### config.mk
export PLATFORM = sky130hd
export DESIGN_NAME = wb_port_arbiter
export DESIGN_NICKNAME = d
export VERILOG_FILES = /design/src/rtl/wb_port_arbiter.sv
export SDC_FILE = /design/constraint.sdc
export NUM_CORES = 1
export LEC_CHECK = 0
export BUFFER_PORTS_ARGS = -buffer_cell sky130_fd_sc_hd__buf_2
export CAP_MARGIN = 20
export CORE_MARGIN = 8
export CORE_UTILIZATION = 57
export DETAILED_ROUTE_END_ITERATION = 16
export GPL_TIMING_DRIVEN = 0
export PLACE_DENSITY = 0.84
export SLEW_MARGIN = 20
export SYNTH_ARGS = -nofsm -noshare
export SYNTH_HDL_FRONTEND = slang
export SYNTH_SLANG_ARGS = --single-unit
### constraint.sdc
create_clock -name clk -period 6 [get_ports clk]
set_input_delay 0.3 -clock clk [delete_from_list [all_inputs] [get_ports clk]]
set_output_delay 0.3 -clock clk [all_outputs]
set_load 0.05 [all_outputs]
### src/rtl/wb_port_arbiter.sv
// wb_port_arbiter
//
// Owns the single register-file write port at the end of the 16-bit
// pipeline. In-order pipeline write-back results compete with results
// from the long-latency multicycle unit (mul/div). Multicycle results
// are buffered in a small FIFO. The FIFO head wins the port when the
// FIFO is full or when the head has waited AGE_MAX cycles; otherwise
// the pipeline has priority. A HALT token starts a drain: the pipeline
// is frozen, the FIFO empties, and `halted` rises once the multicycle
// unit is idle and every outstanding write has retired.
//
// Ports:
//   clk, rst                   clock, asynchronous active-high reset
//   pipe_valid/rd/data         pipeline write-back request
//   pipe_halt                  HALT token from pipeline write-back
//   pipe_stall                 pipeline request not accepted; hold inputs
//   mc_valid/rd/data           multicycle result offered to the FIFO
//   mc_ready                   FIFO accepts a multicycle result
//   mc_busy                    multicycle unit has an operation in flight
//   rf_we/rf_rd/rf_wdata       registered register-file write port
//   halted                     sticky: halted with all writes retired
module wb_port_arbiter #(
  parameter int DATA_W    = 16,
  parameter int REG_W     = 4,
  parameter int BUF_DEPTH = 2,
  parameter int AGE_MAX   = 4
) (
  input  logic              clk,
  input  logic              rst,
  input  logic              pipe_valid,
  input  logic [REG_W-1:0]  pipe_rd,
  input  logic [DATA_W-1:0] pipe_data,
  input  logic              pipe_halt,
  output logic              pipe_stall,
  input  logic              mc_valid,
  input  logic [REG_W-1:0]  mc_rd,
  input  logic [DATA_W-1:0] mc_data,
  output logic              mc_ready,
  input  logic              mc_busy,
  output logic              rf_we,
  output logic [REG_W-1:0]  rf_rd,
  output logic [DATA_W-1:0] rf_wdata,
  output logic              halted
);

  localparam int PTR_W = (BUF_DEPTH > 1) ? $clog2(BUF_DEPTH) : 1;
  localparam int CNT_W = $clog2(BUF_DEPTH + 1);
  localparam int AGE_W = $clog2(AGE_MAX + 1);

  localparam logic [CNT_W-1:0] CNT_FULL = CNT_W'(BUF_DEPTH);
  localparam logic [AGE_W-1:0] AGE_LIM  = AGE_W'(AGE_MAX);

  typedef enum logic [1:0] {
    ST_RUN    = 2'd0,
    ST_DRAIN  = 2'd1,
    ST_HALTED = 2'd2
  } state_t;

  // Saturating increment for the head-of-FIFO wait counter.
  function automatic logic [AGE_W-1:0] age_sat_inc(input logic [AGE_W-1:0] a);
    return (a == AGE_LIM) ? a : a + AGE_W'(1);
  endfunction

  state_t state;
  state_t state_nxt;

  // FIFO storage (data only, never reset) and its control state.
  logic [REG_W-1:0]  buf_rd   [BUF_DEPTH];
  logic [DATA_W-1:0] buf_data [BUF_DEPTH];
  logic [PTR_W-1:0]  wr_ptr;
  logic [PTR_W-1:0]  rd_ptr;
  logic [CNT_W-1:0]  count;
  logic [AGE_W-1:0]  age;

  logic              fifo_full;
  logic              fifo_empty;
  logic              age_out;
  logic              push;
  logic              pop;

  logic              grant_fifo;
  logic              grant_pipe;
  logic              stall_int;

  logic              vld_p0;
  logic              we_p0;
  logic [REG_W-1:0]  rd_p0;
  logic [DATA_W-1:0] data_p0;

  // ---- Stage p0: FIFO status, grant decision, write selection ----

  assign fifo_full  = (count == CNT_FULL);
  assign fifo_empty = (count == '0);
  assign age_out    = !fifo_empty && (age == AGE_LIM);

  // Outputs are forced quiet while reset is held so upstream neither
  // pushes into nor waits on a block that is being cleared.
  assign mc_ready   = !rst && !fifo_full && (state != ST_HALTED);
  assign pipe_stall = !rst && stall_int;

  assign push = mc_valid && mc_ready;
  assign pop  = grant_fifo;

  always_comb begin
    state_nxt  = state;
    grant_fifo = 1'b0;
    grant_pipe = 1'b0;
    stall_int  = 1'b0;
    case (state)
      ST_RUN: begin
        if (fifo_full || age_out) begin
          // Forced drain of the FIFO head: the pipeline must wait,
          // including a HALT token, which is taken on a later cycle.
          grant_fifo = 1'b1;
          stall_int  = pipe_valid || pipe_halt;
        end else if (pipe_valid) begin
          grant_pipe = 1'b1;
        end else if (!fifo_empty) begin
          grant_fifo = 1'b1;
        end
        if (pipe_halt && !stall_int) begin
          state_nxt = ST_DRAIN;
        end
      end
      ST_DRAIN: begin
        stall_int  = 1'b1;
        grant_fifo = !fifo_empty;
        // Only finish once nothing can still arrive from the mc unit.
        if (fifo_empty && !mc_busy && !mc_valid) begin
          state_nxt = ST_HALTED;
        end
      end
      ST_HALTED: begin
        stall_int = 1'b1;
      end
      default: begin
        state_nxt = ST_RUN;
      end
    endcase
  end

  assign vld_p0  = grant_fifo || grant_pipe;
  assign rd_p0   = grant_fifo ? buf_rd[rd_ptr]   : pipe_rd;
  assign data_p0 = grant_fifo ? buf_data[rd_ptr] : pipe_data;
  // A granted write to R0 is consumed but never reaches the register file.
  assign we_p0   = vld_p0 && (rd_p0 != '0);

  always_ff @(posedge clk or posedge rst) begin
    if (rst) begin
      state <= ST_RUN;
    end else begin
      state <= state_nxt;
    end
  end

  always_ff @(posedge clk or posedge rst) begin
    if (rst) begin
      wr_ptr <= '0;
      rd_ptr <= '0;
      count  <= '0;
      age    <= '0;
    end else begin
      if (push) begin
        wr_ptr <= wr_ptr + PTR_W'(1);
      end
      if (pop) begin
        rd_ptr <= rd_ptr + PTR_W'(1);
      end
      case ({push, pop})
        2'b10:   count <= count + CNT_W'(1);
        2'b01:   count <= count - CNT_W'(1);
        default: count <= count;
      endcase
      // Age tracks how long the current head has been passed over;
      // a newly pushed entry behind it does not restart the count.
      if (pop) begin
        age <= '0;
      end else if (!fifo_empty) begin
        age <= age_sat_inc(age);
      end
    end
  end

  always_ff @(posedge clk) begin
    if (push) begin
      buf_rd[wr_ptr]   <= mc_rd;
      buf_data[wr_ptr] <= mc_data;
    end
  end

  // ---- Stage p1: registered register-file write port ----

  always_ff @(posedge clk or posedge rst) begin
    if (rst) begin
      rf_we    <= 1'b0;
      rf_rd    <= '0;
      rf_wdata <= '0;
    end else begin
      rf_we <= we_p0;
      if (vld_p0) begin
        rf_rd    <= rd_p0;
        rf_wdata <= data_p0;
      end
    end
  end

  // The HALTED state is entered the cycle after the drain condition,
  // so the final write has already been presented on rf_we.
  assign halted = (state == ST_HALTED);

endmodule

==> metrics.yaml <==
yosys:
  synthCells: 198
  yosysWarnings: 0
  synth_area_leaders: "edfxtp_1, dfrtp_1, mux2i_1"
  synth_top_area_share_pct: 39.8
  ys_seq_area_share_pct: 64.6
  synth.distinct_cells: 35
  synth_area_leader_cell: "edfxtp_1"
  syn-num-nets: 252
  synth_area_um2: 3020
  synth-seq-cells: 70
  synth.avg_cell_area_um2: 15.2
place:
  port_buffers: 69
  dp_hpwl_um: 4200
  place.gp.congestion: 0.804
worst_setup_path:
  crit_chain: "inv_1 > ha_1 > clkbuf_1 > o21ai_0 > a21oi_2 > buf_2 > ha_1 > nor2_1 > xor2_1"
  worstSetupPathType: "reg2reg"
  cp.arrival_ns: 2.92
  rrSetupSlack_ns: 3.34
  worstSetupStartpointType: "register"
  critPathRequiredTime_ns: 6.26
  cp-end-kind: "register"
  cpPeakStageDelay_ns: 0.42
  path_max_fanout: 10
  slowest_stage: "dfrtp_1"
  path_common_cell: "ha_1"
floorplan:
  dieArea_um2: 7880
  core-area_um2: 5110
  io_pins: 70
  fp-row-count: 26
  die_w_um: 88.8
  die_h_um: 88.8
  initial_utilization_pct: 59.1
power_and_ir_drop:
  power_density_nw_per_um2: 609
  max-vdd-ir-drop_uv: 303
  p_total_w: 0.00227
  p_leak_nw: 1.62
sta:
  worst_slew_pin_slew_ns: 0.989
  max-slew-margin-rel_pct: 34.0
  fin_setup_tns_ns: 0
  drv_slew: 0
  hold_ws_ns: 0.0790
  post-route-min-period_ns: 2.66
  rsz0062_at_grt: "false"
  final_hold_viol_count: 0
  fin_crit_sh_pct: 44.3
  finalSetupViolations: 0
  fin_skew_ns: 0.0125
  max_freq_mhz: 376
clocking:
  clockBufferDepth: 2
  clock_latency_ns: 0.35
  post_cts_buffers: 0
  cts-hold-fix-buffers: 0
  cts_made_buffers: 9
  h-tree-depth: 3
  ctsRootBufferMaster: "clkbuf_8"
  clkTransAtPathRegs_ns: 0.08
  cts_resized: 0
  cts_sinks: 70
  cts_tree: "done"
global_routing:
  grt_pass1_vias: 1991
  antenna_found_initial: 0
  grt-ovfl-total: 0
  track_usage_pct: 16.7
  grt_pass1_wl_um: 9690
  grt_max_degree: 31
status:
  outcome: "finished clean"
finish:
  antennaDiodeCount: 0
  fin_nets: 333
  synthToLayoutAreaGrowth_pct: 23.5
  drive_gt1_share_pct: 33.8
detailed_routing:
  drcViolationCount: 0
  ant_nets: 0
  routed_wl_um: 6070
  first_pass_iters: 4
  num_vias: 1866
  vias_per_cell: 5.27
  wl_per_cell_um: 17.1
  drtIter0Drc: 83
flow_run:
  drv_cap: 0
hold_path:
  worstHoldPathType: "in2async"
[worst paths after layout]
kind | start | end | cells after the start
setup / recovery | state[0] | count[1] | 9
hold / removal | rst | rf_rd[0] | 2
setup reg to reg | state[0] | count[1] | 9
hold reg to reg | wr_ptr | wr_ptr | 1
max in group asynchronous | rst | rf_wdata[8] | 2
min in group clk | mc_data[13] | buf_data[1][13] | 1
[per-layer routing]
layer	GRT usage, %	up-vias	share of wire, %
li1	-	897	-
met4	6.91	0	1.7
met5	0	-	0
met1	20.4	897	44
met2	26.0	58	46
met3	5.85	14	7.6
[synth_stat cells (all sizes together)]
master   count
a21o         1
xor2         2
or4          3
a31oi        1
o21ai        3
a211oi       1
and3         1
a2111oi      1
a221o        1
o22a         1
xnor2        3
clkbuf       4
mux2i       60
a21oi        4
a22o         1
buf          5
nand3        1
inv          8
edfxtp      40
nor2         4
nor3         2
ha           8
nor2b        1
or2          1
and2         1
nand3b       1
nand2b       1
dfrtp       30
mux2         2
o41ai        1
nand2        5
[worst max-delay path: cells and delay by family, from the launching register on]
family	cells	cell delay (ns)
AOI/OAI and AO/OA	2	0.59
xor gates and xnor gates	1	0.18
adders and majority gates	2	0.46
buffers and inverters	3	0.77
DFF	1	0.42
and+or+nand+nor	1	0.16
[cell usage in the layout (no fill, tap or decap), types with 2 or more instances in the layout]
| cell | n |
|---|---|
| dfrtp_1 | 30 |
| bufinv_16 | 4 |
| clkbuf_8 | 9 |
| buf_2 | 71 |
| edfxtp_1 | 40 |
| clkbuf_1 | 4 |
| buf_4 | 2 |
| xnor2_1 | 3 |
| nor3_1 | 2 |
| mux2i_1 | 60 |
| o21ai_0 | 3 |
| a21oi_1 | 2 |
| nand2_1 | 5 |
| nor2_1 | 3 |
| xor2_1 | 2 |
| a21oi_2 | 2 |
| inv_1 | 7 |
| or4_1 | 3 |
| ha_1 | 8 |
[through the flow]
stage | instance area [um^2] | utilization, % | instances | setup slack (ns)
finish | 3730 | 73.0 | 354 | 3.34
global placement | 3450 | 67.6 | 337 | 3.13
floorplan | 3020 | - | 198 | 2.29
detailed placement | 3470 | 67.9 | 338 | 3.38
CTS | 3730 | 73.0 | 354 | 3.33
global route | 3730 | 73.0 | 354 | 3.15
[layout make-up]
type                    instances  area [um^2]
fillers                       349         1380
flip-flops and latches         70         1950
clock inverters                 7          136
repair buffers                 70          360
plain buffers                   9         51.3
well taps                      70         87.6
multi-input cells             111          988
inverters                       8         30.0
clock buffers                   9          124
[where the power goes]
group | internal (W) | switching, W | leakage [nW] | total (W)
clock network | 0.000316 | 0.000176 | 0.127 | 0.000492
registers | 0.000662 | 0.0000694 | 0.719 | 0.000731
logic | 0.000362 | 0.000685 | 0.776 | 0.00105
[flip-flops by register name, summed over array words and instances (netlist names)]
name,cells
buf_data,32
rf_wdata,16
buf_rd,8
rf_rd,4
age,3
count,2
state,2
rd_ptr,1
rf_we,1
wr_ptr,1
[logic make-up after synthesis]
kind of cell	synth area share (%)
flip-flops	64.6
multiplexers	20.6
AND/OR/NAND/NOR	3.65
buffers and inverters	2.69
AO/OA/AOI/OAI	3.61
adder cells (fa/ha/maj)	3.32
XOR/XNOR	1.45
No activity file was read; power rests on OpenSTA's default activity.
